## src/rtl/pll_lock_sequencer_if.sv

```systemverilog
// rtl/pll_lock_sequencer_if.sv - control/status bundle between the PLL lock sequencer and its environment
//
// Purpose: groups the PLL lock input, restart request and all sequencer status outputs.
// Ports (signals):
//   pll_lock   LOCK from PLL, asynchronous to the sequencer clock
//   restart    single-cycle request to restart the sequence
//   pll_rst    PLL RST, active high
//   sys_rstn   downstream datapath reset, active low
//   ready      PLL locked and qualified
//   fault      retries exhausted
//   state      0=RESET 1=WAIT 2=LOCKED 3=FAULT
//   retry_cnt  timeouts in the current sequence
//   loss_cnt   lock-loss events since reset, saturating at 255
// Modports: master = environment side, slave = sequencer side.
interface pll_lock_sequencer_if #(
  parameter int RETRY_W = 2
);
  logic               pll_lock;
  logic               restart;
  logic               pll_rst;
  logic               sys_rstn;
  logic               ready;
  logic               fault;
  logic [1:0]         state;
  logic [RETRY_W-1:0] retry_cnt;
  logic [7:0]         loss_cnt;

  modport master (
    output pll_lock, restart,
    input  pll_rst, sys_rstn, ready, fault, state, retry_cnt, loss_cnt
  );

  modport slave (
    input  pll_lock, restart,
    output pll_rst, sys_rstn, ready, fault, state, retry_cnt, loss_cnt
  );
endinterface

```

## src/rtl/pll_lock_sequencer.sv

```systemverilog
// rtl/pll_lock_sequencer.sv - power-up/relock sequencer for the camera/pixel PLL
//
// Purpose: pulses PLL RST, qualifies a stable LOCK, then releases the downstream
// datapath reset. Restarts on loss of lock, parks in FAULT after repeated timeouts.
// Clocked by the free-running PLL reference clock, never by a PLL output.
// Ports:
//   clki  reference clock
//   rstn  asynchronous active-low reset
//   bus   pll_lock_sequencer_if.slave (pll_lock/restart in; pll_rst, sys_rstn, ready,
//         fault, state, retry_cnt, loss_cnt out)
module pll_lock_sequencer #(
  parameter int RST_CYCLES   = 16,
  parameter int LOCK_FILTER  = 256,
  parameter int LOCK_TIMEOUT = 65536,
  parameter int MAX_RETRY    = 3,
  parameter int SYNC_STAGES  = 2
) (
  input  logic clki,
  input  logic rstn,
  pll_lock_sequencer_if.slave bus
);

  localparam int RC_W    = $clog2(RST_CYCLES + 1);
  localparam int FILT_W  = $clog2(LOCK_FILTER + 1);
  localparam int TMO_W   = $clog2(LOCK_TIMEOUT + 1);
  localparam int RETRY_W = (MAX_RETRY > 0) ? $clog2(MAX_RETRY + 1) : 1;

  typedef enum logic [1:0] {
    ST_RESET  = 2'd0,
    ST_WAIT   = 2'd1,
    ST_LOCKED = 2'd2,
    ST_FAULT  = 2'd3
  } state_t;

  state_t                 state_q;
  logic [SYNC_STAGES-1:0] sync_q;
  logic [RC_W-1:0]        rst_cnt_q;
  logic [FILT_W-1:0]      filt_q;
  logic [TMO_W-1:0]       tmo_q;
  logic [RETRY_W-1:0]     retry_q;
  logic [7:0]             loss_q;
  logic                   pll_rst_q, sys_rstn_q, ready_q, fault_q;

  logic                   lock_s;
  logic [FILT_W-1:0]      filt_inc;
  logic [TMO_W-1:0]       tmo_inc;
  logic                   rst_done, filt_hit, tmo_hit;

  assign lock_s   = sync_q[SYNC_STAGES-1];
  assign filt_inc = filt_q + FILT_W'(1);
  assign tmo_inc  = tmo_q + TMO_W'(1);
  // Hits are evaluated on the incremented value so the transition lands on
  // exactly the Nth edge of the window.
  assign rst_done = (rst_cnt_q == RC_W'(RST_CYCLES - 1));
  assign filt_hit = lock_s && (filt_inc == FILT_W'(LOCK_FILTER));
  assign tmo_hit  = (tmo_inc == TMO_W'(LOCK_TIMEOUT));

  // Registered output image of each state: {pll_rst, sys_rstn, ready, fault}.
  // Loaded on the same edge as the state so outputs never lag the state.
  function automatic logic [3:0] outs_of(input state_t s);
    case (s)
      ST_RESET:  outs_of = 4'b1000;
      ST_WAIT:   outs_of = 4'b0000;
      ST_LOCKED: outs_of = 4'b0110;
      default:   outs_of = 4'b1001; // FAULT keeps the PLL held in reset
    endcase
  endfunction

  always_ff @(posedge clki or negedge rstn) begin
    if (!rstn) begin
      state_q    <= ST_RESET;
      sync_q     <= '0;
      rst_cnt_q  <= '0;
      filt_q     <= '0;
      tmo_q      <= '0;
      retry_q    <= '0;
      loss_q     <= '0;
      {pll_rst_q, sys_rstn_q, ready_q, fault_q} <= outs_of(ST_RESET);
    end else begin
      sync_q <= {sync_q[SYNC_STAGES-2:0], bus.pll_lock};

      if (bus.restart) begin
        // Highest priority from any state; loss history is preserved.
        state_q   <= ST_RESET;
        rst_cnt_q <= '0;
        filt_q    <= '0;
        tmo_q     <= '0;
        retry_q   <= '0;
        {pll_rst_q, sys_rstn_q, ready_q, fault_q} <= outs_of(ST_RESET);
      end else begin
        case (state_q)
          ST_RESET: begin
            if (rst_done) begin
              state_q <= ST_WAIT;
              filt_q  <= '0;
              tmo_q   <= '0;
              {pll_rst_q, sys_rstn_q, ready_q, fault_q} <= outs_of(ST_WAIT);
            end else begin
              rst_cnt_q <= rst_cnt_q + RC_W'(1);
            end
          end

          ST_WAIT: begin
            if (filt_hit) begin
              // Lock qualification beats a timeout on the same edge.
              state_q <= ST_LOCKED;
              retry_q <= '0;
              {pll_rst_q, sys_rstn_q, ready_q, fault_q} <= outs_of(ST_LOCKED);
            end else if (tmo_hit) begin
              if (retry_q == RETRY_W'(MAX_RETRY)) begin
                state_q <= ST_FAULT;
                {pll_rst_q, sys_rstn_q, ready_q, fault_q} <= outs_of(ST_FAULT);
              end else begin
                state_q   <= ST_RESET;
                rst_cnt_q <= '0;
                retry_q   <= retry_q + RETRY_W'(1);
                {pll_rst_q, sys_rstn_q, ready_q, fault_q} <= outs_of(ST_RESET);
              end
            end else begin
              tmo_q  <= tmo_inc;
              filt_q <= lock_s ? filt_inc : '0;
            end
          end

          ST_LOCKED: begin
            if (!lock_s) begin
              state_q   <= ST_RESET;
              rst_cnt_q <= '0;
              if (loss_q != 8'hFF) loss_q <= loss_q + 8'd1;
              {pll_rst_q, sys_rstn_q, ready_q, fault_q} <= outs_of(ST_RESET);
            end
          end

          default: begin
            // FAULT: parked until restart or rstn.
          end
        endcase
      end
    end
  end

  assign bus.pll_rst   = pll_rst_q;
  assign bus.sys_rstn  = sys_rstn_q;
  assign bus.ready     = ready_q;
  assign bus.fault     = fault_q;
  assign bus.state     = state_q;
  assign bus.retry_cnt = retry_q;
  assign bus.loss_cnt  = loss_q;

endmodule

```

## src/flat_wrapper.sv

```systemverilog
// flat-port wrapper written by rule: the top's interface ports become plain ports
module pll_lock_sequencer_flat 
#(
  parameter int RST_CYCLES   = 16,
  parameter int LOCK_FILTER  = 256,
  parameter int LOCK_TIMEOUT = 65536,
  parameter int MAX_RETRY    = 3,
  parameter int SYNC_STAGES  = 2
)
  (clki, rstn, bus_pll_lock, bus_restart, bus_pll_rst, bus_sys_rstn, bus_ready, bus_fault, bus_state, bus_retry_cnt, bus_loss_cnt);
  pll_lock_sequencer_if #(.RETRY_W(2)) bus_i ();
  input  logic clki;
  input  logic rstn;
  input wire logic [$bits(bus_i.pll_lock)-1:0] bus_pll_lock;
  input wire logic [$bits(bus_i.restart)-1:0] bus_restart;
  output wire logic [$bits(bus_i.pll_rst)-1:0] bus_pll_rst;
  output wire logic [$bits(bus_i.sys_rstn)-1:0] bus_sys_rstn;
  output wire logic [$bits(bus_i.ready)-1:0] bus_ready;
  output wire logic [$bits(bus_i.fault)-1:0] bus_fault;
  output wire logic [$bits(bus_i.state)-1:0] bus_state;
  output wire logic [$bits(bus_i.retry_cnt)-1:0] bus_retry_cnt;
  output wire logic [$bits(bus_i.loss_cnt)-1:0] bus_loss_cnt;
  assign bus_i.pll_lock = bus_pll_lock;
  assign bus_i.restart = bus_restart;
  assign bus_pll_rst = bus_i.pll_rst;
  assign bus_sys_rstn = bus_i.sys_rstn;
  assign bus_ready = bus_i.ready;
  assign bus_fault = bus_i.fault;
  assign bus_state = bus_i.state;
  assign bus_retry_cnt = bus_i.retry_cnt;
  assign bus_loss_cnt = bus_i.loss_cnt;
  pll_lock_sequencer #(.RST_CYCLES(RST_CYCLES), .LOCK_FILTER(LOCK_FILTER), .LOCK_TIMEOUT(LOCK_TIMEOUT), .MAX_RETRY(MAX_RETRY), .SYNC_STAGES(SYNC_STAGES)) u_core (.clki(clki), .rstn(rstn), .bus(bus_i));
endmodule
```

## config.mk

```make
export PLATFORM = sky130hd
export DESIGN_NAME = pll_lock_sequencer_flat
export DESIGN_NICKNAME = d
export VERILOG_FILES = /design/src/rtl/pll_lock_sequencer_if.sv /design/src/rtl/pll_lock_sequencer.sv /design/src/flat_wrapper.sv
export SDC_FILE = /design/constraint.sdc
export NUM_CORES = 1
export LEC_CHECK = 0
export CAP_MARGIN = 20
export CORE_ASPECT_RATIO = 0.7
export CORE_MARGIN = 2
export CORE_UTILIZATION = 45
export DETAILED_ROUTE_END_ITERATION = 7
export GPL_TIMING_DRIVEN = 0
export PLACE_DENSITY_LB_ADDON = 0.2
export SKIP_LAST_GASP = 1
export SLEW_MARGIN = 0
export SYNTH_ARGS = -nofsm -noshare
export SYNTH_HDL_FRONTEND = slang
export SYNTH_SLANG_ARGS = --single-unit
export TNS_END_PERCENT = 100
```

## constraint.sdc

```tcl
create_clock -name clki -period 3.1 [get_ports clki]
set_input_delay 0.93 -clock clki [delete_from_list [all_inputs] [get_ports clki]]
set_output_delay 0.93 -clock clki [all_outputs]
set_load 0.1 [all_outputs]
```

======== Word level (Yosys, flattened, before mapping) ========
Index checks and enable logic that the tools add are counted.
storage, ports and cells
  output and inout bits ................... 16
  memory bits (writable) .................. 0
  register bits ........................... 48
  latch bits .............................. 0
  bits of input ports ..................... 4
  bits in read-only memories .............. 0
  memories ................................ 0
  word-level logic and storage cells ...... 90
cells by class
  eq/ne operators ......................... 16
  bitwise operators ....................... 2
  shifts and indexed selects .............. 0
  add/subtract/negate cells ............... 5
  divide/modulo/power cells ............... 0
  magnitude comparators ................... 0
  reductions and logical operators ........ 11
  muxes and demuxes ....................... 46
  multipliers ............................. 0
operator list
  kind                     count
  $mux W17                 4
  $mux W9                  5
  $pmux W17 S2             1
  $mux W5                  6
  $mux W2                  11
  $pmux W9 S2              1
  $add A17 B1 Y17 const B  1
  $eq A17 B17 Y1 const B   1
  $ne A3 B3 Y1 const B     5
  $pmux W5 S3              1
  $mux W1                  13
  $reduce_and A4 Y1        3
  $add A9 B1 Y9 const B    1
  $eq A9 B9 Y1 const B     1
  $ne A3 B2 Y1 const B     3
  $pmux W1 S3              3
  $add A8 B1 Y8 const B    1
  $ne A8 B8 Y1 const B     1
  $pmux W2 S3              1
  $reduce_and A6 Y1        1
  $reduce_bool A3 Y1       2
  $add A5 B1 Y5 const B    1
  $eq A5 B4 Y1 const B     1
  $eq A2 B2 Y1 const B     2
  9 further kinds          10

======== Depth between registers and ports, before layout ========
  word-level depth ........................ 6
  gate-level depth with buffers ........... 11
  mapped depth without buffers ............ 9

======== Worst setup path before layout ========
No wires, ideal clock.
  kind .................................... register to register
  start point ............................. reg u_core.tmo_q[0]
  end point ............................... reg u_core.filt_q[3]
  path buffers ............................ 2
  setup time .............................. 0.096 ns
  arrival time ............................ 2.658 ns
  stages on the path, launching flop included .. 12
  required time ........................... 3.004 ns
  setup slack ............................. 0.346 ns
  cell sequence ........................... dfrtp_1 > ha_1 > nand3_4 > nor4_4 > mux2i_1 > o221ai_2 > nor3_1 > o31a_1 > buf_2 > clkbuf_1 > o21ai_0 > o31ai_1
on the way
  longest elaborated chain between the ends .. 4
RTL lines
  item                         RTL line                   text
  from (decl)                  pll_lock_sequencer.sv:39   logic [TMO_W-1:0] tmo_q;
  from (signal assigned)       pll_lock_sequencer.sv:120  tmo_q <= tmo_inc;
  $add A17 B1 Y17              pll_lock_sequencer.sv:51   assign tmo_inc = tmo_q + TMO_W'(1);
  $eq A17 B17 Y1               pll_lock_sequencer.sv:56   assign tmo_hit = (tmo_inc == TMO_W'(LOCK_TIMEOUT));
  $ne A3 B3 Y1 (no line)       --
  $reduce_and A4 Y1 (no line)  --
  to (signal assigned)         pll_lock_sequencer.sv:121  filt_q <= lock_s ? filt_inc : '0;
  to (decl)                    pll_lock_sequencer.sv:38   logic [FILT_W-1:0] filt_q;
No other way between the ends.
A chain may end at the register's enable or synchronous reset.

======== Worst setup path after layout ========
  start point ............................. reg u_core.tmo_q[0]
  end point ............................... reg u_core.filt_q[7]
The elaborated chain is that of the path after synthesis.

==> impl_metrics.toml <==
[status]
status = "completed"

[critical_path]
worstPathCellList = "ha_4 > nand3_4 > nor4_4 > mux2i_1 > o221ai_2 > o31ai_2 > buf_6 > or3_4 > or3_1 > o31ai_1"
critPathCaptureType = "register"
reg2reg_slack_ps = 130
start_kind = "register"
slowest_delay_ps = 460
rr_endpoint = "u_core.filt_q[7]"
slowest_stage = "dfrtp_2"
cp.required_ps = 3310
cp_max_fo = 10
reg2reg_from = "u_core.tmo_q[0]"
crit_type = "register to register"
worstPathArrival_ps = 3180
r2r_cells = 10

[logic_synthesis]
ys_warn_count = 0
ys_ff_latch = 48
synth.cell_area_sq_um = 2960
synth_top_family_by_area = "simple AND/OR/NAND/NOR gates"
yosysSeqAreaShare_pct = 40.7
async_reset_ff_share_pct = 100
synth_edf_count = 0
synthMuxAreaShare_pct = 1.40
ys.flop_type = "dfrtp_1"
syn_nets = 343
synthXorXnorAreaFrac_pct = 3.26
synthSimpleGateAreaFrac_pct = 26.1
yosysUniqueCellTypes = 60
synthAdderAreaFrac_pct = 4.66
synthCells = 328
syn-mean-instance-area_sq_um = 9.01
synth-compound-area-share_pct = 19.1

[sta]
tightest_slew_ps = 979
final.setup_skew_ps = 9.60
finalCritPeriodShare_pct = 95.9
relSlewSlack_pct = 34.5
setup_viol = 0
fin_crit_ps = 2970
hold_violations = 0
drv_slew = 0
clock.fmax_ghz = 0.336

[layout]
diodes = 0
final_area_sq_um = 3450
syn_to_final_growth_pct = 16.7
layout-drive-gt1-share_pct = 14.7
final_net_count = 374
utilization_pct = 54.9

[global_routing]
grt_max_degree = 30
grt_pass1_wl_mm = 11.8
grtUsageTotal_pct = 20.6
first_global_vias = 2398
overflow = 0
antenna_found_initial = 0

[min_path]
min-delay-start = "u_core.sync_q[0]"
hold_path_class = "register to register"
hold-path-endpoint = "u_core.sync_q[1]"
holdPathStages = 0

[floorplan]
die_w_um = 101
core-area_sq_um = 6280
die_h_um = 71.8
start_util_pct = 47.1
die_area_sq_um = 7240
num_rows = 24
io_pins = 20

[cts]
cts_tree = "yes"
htreeDepth = 2
insertion_delay_ps = 300
cts.clk_slew.worst_paths_ps = 90
clock-sinks = 48
numCtsBuffers = 5
root_buffer = "clkbuf_8"
clockBufferDepth = 2

[place]
dp_hpwl_mm = 4.93
place_area_sq_um = 3260
port_buffers = 19
gp_congestion = 0.861

[routing]
totalWireLength_mm = 6.86
ant_nets = 0
routedWlPerCell_um = 15.7
via_per_inst = 5.80
drtIter0Drc = 120
drtPass1Iterations = 4
drc_errors = 0
num_vias = 2541

[power]
p_leak_nw = 1.42
vdd_drop_max_v = 0.000500
power_density_nw_per_um2 = 462

[run]
maxCapViolCount = 0
==> where the power goes <==
part	internal, W	total (W)	switching [W]
clock	0.000204	0.000421	0.000217
sequential	0.000664	0.000702	0.0000379
combinational	0.000142	0.000468	0.000327
total	0.00101	0.00159	0.000581
==> cell families (layout without fill, tap and decap cells) <==
| kind of cell | after synthesis | after routing |
|---|---|---|
| and+or+nand+nor | 135 | 135 |
| AOI/OAI and AO/OA | 89 | 89 |
| DFF | 48 | 48 |
| buffers and inverters | 30 | 62 |
| adders and majority gates | 11 | 11 |
| xor gates and xnor gates | 11 | 11 |
| muxes | 4 | 4 |
==> through the flow <==
stage | total power (W) | cells | worst slack (ps) | hold slack, ps | setup TNS, ps
after floorplan | 0.00104 | 328 | 346 | 331 | 0
after global placement | 0.00115 | 425 | -386 | 332 | -19180
after detailed placement | 0.00116 | 426 | -457 | 336 | -5410
after CTS | 0.00158 | 434 | -9.61 | 355 | -9.61
after global routing | 0.00167 | 438 | -25.6 | 369 | -28.6
final | 0.00159 | 438 | 126 | 353 | 0
==> flip-flops by register name (all words and copies together), names as in the netlist <==
name,cells
u_core.bus.loss_cnt,8
u_core.bus.pll_rst,1
u_core.bus.sys_rstn,1
u_core.sync_q,2
u_core.filt_q,9
u_core.bus.state,2
u_core.bus.retry_cnt,2
u_core.rst_cnt_q,5
u_core.bus.fault,1
u_core.tmo_q,17
==> cell usage after synthesis (all sizes together) (2+ instances only) <==
| cell type | count | area share [%] |
|---|---|---|
| nand3b | 2 | 0.51 |
| a211oi | 2 | 0.68 |
| and3 | 5 | 1.1 |
| o31ai | 9 | 2.5 |
| and2 | 2 | 0.47 |
| a31oi | 3 | 0.64 |
| a21oi | 18 | 3.0 |
| nand2 | 36 | 4.6 |
| nor3 | 10 | 2.2 |
| clkbuf | 5 | 0.64 |
| a22oi | 3 | 0.76 |
| and4 | 4 | 1.3 |
| buf | 7 | 1.7 |
| a211o | 2 | 0.64 |
| dfrtp | 47 | 40 |
| o2111ai | 2 | 0.59 |
| mux2i | 3 | 1.0 |
| a21o | 4 | 1.1 |
| nand3 | 20 | 4.7 |
| nand4 | 6 | 1.5 |
| o21ai | 36 | 6.1 |
| nand2b | 4 | 0.85 |
| xor2 | 3 | 0.89 |
| inv | 17 | 2.2 |
| nor4 | 9 | 2.4 |
| xnor2 | 8 | 2.4 |
| nor2 | 20 | 2.5 |
| a22o | 2 | 0.59 |
| o31a | 2 | 0.59 |
| ha | 11 | 4.7 |
| o32ai | 2 | 0.59 |
| or3 | 13 | 3.0 |
==> cell usage in the layout (no fill, tap or decap), types with 3 or more instances in the layout <==
cell | synthesis | routed
nand2b_1 | 4 | 4
xnor2_1 | 8 | 7
nor4_1 | 8 | 8
clkdlybuf4s50_1 | 0 | 18
a21oi_1 | 18 | 18
or3_1 | 10 | 10
nand4_1 | 5 | 5
nor3_1 | 8 | 5
nand2_1 | 36 | 36
a21o_1 | 3 | 3
and3_1 | 4 | 4
a31oi_1 | 3 | 3
buf_2 | 2 | 3
nand3_1 | 17 | 17
buf_4 | 2 | 6
dfrtp_1 | 47 | 44
nand3_4 | 3 | 3
ha_1 | 11 | 9
inv_1 | 17 | 17
o21ai_0 | 36 | 35
nor2_1 | 20 | 20
clkbuf_1 | 5 | 5
dfrtp_2 | 0 | 3
mux2i_1 | 3 | 3
o31ai_1 | 8 | 8
clkbuf_8 | 0 | 7
nor3_4 | 1 | 3
xor2_1 | 3 | 3
==> layout make-up <==
| type | count | area (sq um) |
|---|---|---|
| plain buffers | 13 | 81.3 |
| fillers | 590 | 2830 |
| well taps | 78 | 97.6 |
| flip-flops and latches | 48 | 1210 |
| inverters | 17 | 63.8 |
| multi-input cells | 250 | 1660 |
| clock buffers | 8 | 100 |
| repair buffers | 24 | 235 |
==> per-layer routing <==
| metal | up-vias | routed length, um | track usage, % |
|---|---|---|---|
| li1 | 1256 | - | - |
| met1 | 1234 | 3600 | 31.9 |
| met2 | 47 | 2940 | 30.0 |
| met3 | 4 | 278 | 4.59 |
| met4 | 0 | 43 | 3.50 |
| met5 | - | 0 | 0 |
==> repair_timing <==
action                     4_1_cts  5_1_grt
hold buffers                     0        0
resized for setup                5       10
pin swaps                        0        2
setup buffers                    0        4
hold endpoints to repair         0        0
setup endpoints to repair       24       34
==> critical path: cells and delay by family (launching register included) <==
family	cells	cell delay, ps
multiplexers	1	140
buffers and inverters	1	160
flip-flops	1	460
AO/OA/AOI/OAI	3	620
AND/OR/NAND/NOR	4	1280
adder cells (fa/ha/maj)	1	220
==> how the worst max path moves through the flow <==
stage / from / endpoint / slack [ps] / depth (start not counted)
global placement: u_core.tmo_q[0] / u_core.filt_q[3] / -390 / 11
global route: u_core.tmo_q[0] / u_core.filt_q[7] / -30 / 10
finish: u_core.tmo_q[0] / u_core.filt_q[7] / 130 / 10
floorplan: u_core.tmo_q[0] / u_core.filt_q[3] / 350 / 11
CTS: u_core.tmo_q[0] / u_core.tmo_q[16] / -10 / 11
detailed placement: u_core.tmo_q[0] / u_core.filt_q[3] / -460 / 11
Note: power is estimated with default switching activity, not from simulation.
==> RTL edit 1: new RTL, config.mk and constraints unchanged <==
`RST_CYCLES` is set to 16 in 2 places; all go to 32.
--- a/src/rtl/pll_lock_sequencer.sv
+++ b/src/rtl/pll_lock_sequencer.sv
@@ -11,3 +11,3 @@
 module pll_lock_sequencer #(
-  parameter int RST_CYCLES   = 16,
+  parameter int RST_CYCLES   = 32,
   parameter int LOCK_FILTER  = 256,
--- a/src/flat_wrapper.sv
+++ b/src/flat_wrapper.sv
@@ -3,3 +3,3 @@
 #(
-  parameter int RST_CYCLES   = 16,
+  parameter int RST_CYCLES   = 32,
   parameter int LOCK_FILTER  = 256,
Function: same outputs for any inputs over 10 cycles, from zero or initial values and one cycle with rstn low; that may be too few to reach the edited logic, so the function may still have changed.
==> RTL edit 1 against the original RTL <==
  * Sequential cell count grew 1
  * Maximum frequency grew 0.93%
  * Count of clock-buffer cells in the layout shrank 3
  * Worst setup slack gained 0.027 ns
  * Total power grew 20%
  * Cell area grew 13%
  * Routed wire length grew 25%
  * Synthesized area grew 14%
==> RTL edit 1: results (changes against the original RTL) <==
| Metric | Value |
|---|---|
| Layout Area Growth over Synthesis | 15.4% |
| Post-synth net total | 402 (+17%) |
| Clock Skews | 0.0112 ns (+0.00155 ns) |
| Vias after detailed routing | 3096 (+22%) |
| Maximum vdd drop | 0.263 mV (-47%) |
| Mux cell area share after synthesis | 2.14% (+0.75 points) |
| Post-Syn Instances | 388 (+18%) |
| Actual slew at the worst max-slew pin | 1.00 ns (+0.0227 ns) |
| Distinct cells, synth | 65 (+8.3%) |
| Clock share of power | 29.1% (+2.6 points) |
| Filler cells | 682 (+16%) |
| Vias in the first global route | 2801 (+17%) |
| Switch Pwr | 0.751 mW (+29%) |
| Multi-input gate area | 1970 um2 (+19%) |
| Outcome | complete, no violations |
| Sequential cell area share | 31.5% (-3.5 points) |
| Total Routing Usage GR | 22.0% (+1.3 points) |
| Buffering overhead | 8.65% (-0.53 points) |
| Largest net degree at the start of global routing | 37 (+23%) |
| Share of cells above drive strength 1 | 13.5% (-1.2 points) |
| Syn Area/Cell | 8.72 um2 (-3.2%) |
| Clk. pwr | 0.555 mW (+32%) |
| Synth Area in Compound Gates | 21.6% (+2.6 points) |
| CP max stage delay | 0.55 ns (+0.09 ns) |
| Post-DP Area | 3700 um2 (+14%) |
| Port Buffer Count | 18 (-1) |
| Post-Synth XOR/XNOR Area | 2.85% (-0.41 points) |
| Placer Congestion | 0.926 (+7.5%) |
| Pre-CTS setup slack | -0.159 ns (+0.298 ns) |
| Comb_multi_in | 285 (+14%) |
RTL edit 1: cell families after synthesis:
group | Yosys count
buffers and inverters | 54
muxes | 7
and+or+nand+nor | 161
DFF | 49
AOI/OAI and AO/OA | 96
adders and majority gates | 10
xor gates and xnor gates | 11
RTL edit 1: layer usage:
metal | vias to the layer above | global-route usage [%] | share of wire [%]
met5 | - | 0 | 0
met4 | 0 | 4.23 | 0.40
met3 | 4 | 4.79 | 6.2
met2 | 97 | 30.6 | 42
met1 | 1501 | 34.6 | 52
li1 | 1494 | - | -
RTL edit 1: worst max-delay path: cells and delay by family, from the launching register on:
kind | cells | cell delay, ns
flip-flops | 1 | 0.43
AND/OR/NAND/NOR | 3 | 0.85
AO/OA/AOI/OAI | 4 | 0.93
adder cells (fa/ha/maj) | 1 | 0.25
buffers and inverters | 2 | 0.40
RTL edit 1: worst paths after layout:
kind,startpoint,slack [ns],cells past startpoint,to
max reg2reg,u_core.tmo_q[0]$_DFFE_PN0P_,0.15,10,u_core.tmo_q[10]$_DFFE_PN0P_
min,u_core.sync_q[0]$_DFF_PN0_,0.36,0,u_core.sync_q[1]$_DFF_PN0_
min in group asynchronous,rstn,0.52,1,u_core.tmo_q[0]$_DFFE_PN0P_
min reg2reg,u_core.sync_q[0]$_DFF_PN0_,0.36,0,u_core.sync_q[1]$_DFF_PN0_
max,u_core.tmo_q[0]$_DFFE_PN0P_,0.15,10,u_core.tmo_q[10]$_DFFE_PN0P_
max in group asynchronous,rstn,2.01,2,u_core.bus.pll_rst$_DFFE_PN1P_
RTL edit 1: what timing repair did:
action / CTS / global route
pin swaps: 0 / 1
resized for setup: 2 / 10
setup endpoints to repair: 18 / 39
gates cloned: 0 / 0
==> RTL edit 2: new RTL, same flow settings <==
Made on the original files. Make the reset (`rstn`) synchronous in one clocked block. Comments in the files are not updated.
--- a/src/rtl/pll_lock_sequencer.sv
+++ b/src/rtl/pll_lock_sequencer.sv
@@ -68,3 +68,3 @@
 
-  always_ff @(posedge clki or negedge rstn) begin
+  always_ff @(posedge clki) begin
     if (!rstn) begin
Formal check against the unedited RTL: same outputs for any inputs over 10 cycles, from zero or initial values and one cycle with rstn low; that may be too few to reach the edited logic, so the function may still have changed.
==> RTL edit 2 against the original RTL <==
  * Cell area increased by 5.2%
  * Routed wire length increased by 26%
  * Worst setup slack got worse by 0.0041 ns
  * Via count increased by 24%
  * Maximum frequency decreased by 0.14%
  * Synthesized area increased by 7.5%
  * First-iteration DRC count increased to 2.7 times the old value
  * Sequential cell count unchanged
  * Critical endpoint is now u_core.rst_cnt_q[2]$_SDFFE_PP0P_
  * Largest cell class unchanged
Power is not compared: it rests on default switching activity, and its combinational part moved more than twofold at a synthesized area within 25%.
==> RTL edit 2: results (changes against the original RTL) <==
| Metric | Value |
|---|---|
| R2R cell count | 8 (-2) |
| Pre-CTS setup slack | 0.00407 ns (+0.461 ns) |
| Distinct cells, synth | 71 (+18%) |
| Post-DP HPWL | 6200 um (+26%) |
| Adder-cell share of the synthesized area | 4.73% (+0.069 points) |
| WL met3 | 678 um (+140%) |
| DP Cell Count | 497 (+17%) |
| Vias in the first global route | 2682 (+12%) |
| Clock Skews | 0.00799 ns (-0.00161 ns) |
| Worst hold endpoint | u_core.sync_q[1]$_SDFF_PN0_ |
| Sequential area share after synthesis | 30.2% (-10 points) |
| Synth Flop Type | dfxtp_1 |
| Layout Nets | 426 (+14%) |
| Post-DP Area | 3480 um2 (+7.0%) |
| Outcome | complete, no violations |
| Async SR Flop Fraction | 0% (-100 points) |
| Crit path launch | u_core.filt_q[1]$_SDFFE_PP0P_ |
| Post-synth net total | 400 (+17%) |
| Synth top area cells | dfxtp_1, ha_1, nand2_1 |
| Worst Hold Launch | u_core.sync_q[0]$_SDFF_PN0_ |
| Grt met3 use | 4.56% (-0.028 points) |
| Placer Congestion | 0.865 (+0.44%) |
| Hold path depth | 1 (+1) |
| Largest net degree at the start of global routing | 14 (-53%) |
| Syn Area/Cell | 8.27 um2 (-8.2%) |
| Fin Hold WS | 0.443 ns (+0.0903 ns) |
| Sw frac | 23.4% |
| Final cell count without fillers | 505 (+15%) |
| Upper clock frequency limit | 336 MHz (-0.14%) |
| Slowest cell on crit path | or4_1 |
| DRT iter0 DRCs | 328 (+170%) |
| Post-Synth XOR/XNOR Area | 2.48% (-0.78 points) |
| Total Routing Usage GR | 22.6% (+2.0 points) |
| Grt met1 use | 35.7% (+3.9 points) |
| CP max stage delay | 0.62 ns (+0.16 ns) |
| Worst Path Arrival | 3.19 ns (about the same) |
| Vias per cell | 6.23 (+7.3%) |
| First-pass GRT wire length | 14100 um (+20%) |
| CTS buffer count | 5 (unchanged) |
| Synth Area in Compound Gates | 25.8% (+6.7 points) |
| Share of cells above drive strength 1 | 11.7% (-3.0 points) |
| Hold/Removal Path Class | reg -> reg |
| CP Max Fanout | 7 (-3) |
| M1 WL | 4530 um (+26%) |
| Slew headroom | 34.8% (+0.27 points) |
| Worst setup endpoint | u_core.rst_cnt_q[2]$_SDFFE_PP0P_ |
| DR WL met2 | 3320 um (+13%) |
-- RTL edit 2: changes by cell type after synthesis, sizes merged, moves of 10 or more --
cell | before | now
o21ai | 36 | 18
dfrtp | 47 | 0
a31oi | 3 | 15
and2 | 2 | 14
or3 | 13 | 3
dfxtp | 0 | 48
-- RTL edit 2: worst reg2reg max path, cell delays in order, from the launching register on --
cell	delay, ns
dfxtp_1	0.47
ha_1	0.32
nand2_1	0.08
nor3_1	0.26
mux2_2	0.43
or4_1	0.62
a41oi_2	0.35
nor2_1	0.13
a32o_1	0.23
-- RTL edit 2: cell type report --
class | count | area [um2]
Buffer | 26 | 148
Clock buffer | 8 | 90.1
Inverter | 16 | 60.1
Tap cell | 94 | 118
Sequential cell | 48 | 963
Timing Repair Buffer | 19 | 190
Multi-Input combinational cell | 294 | 2060
Fill cell | 641 | 3160
-- RTL edit 2: timing repair --
item,in CTS,in global routing
endpoints found under the setup margin,6,30
resized for setup,1,12
gates cloned,0,0
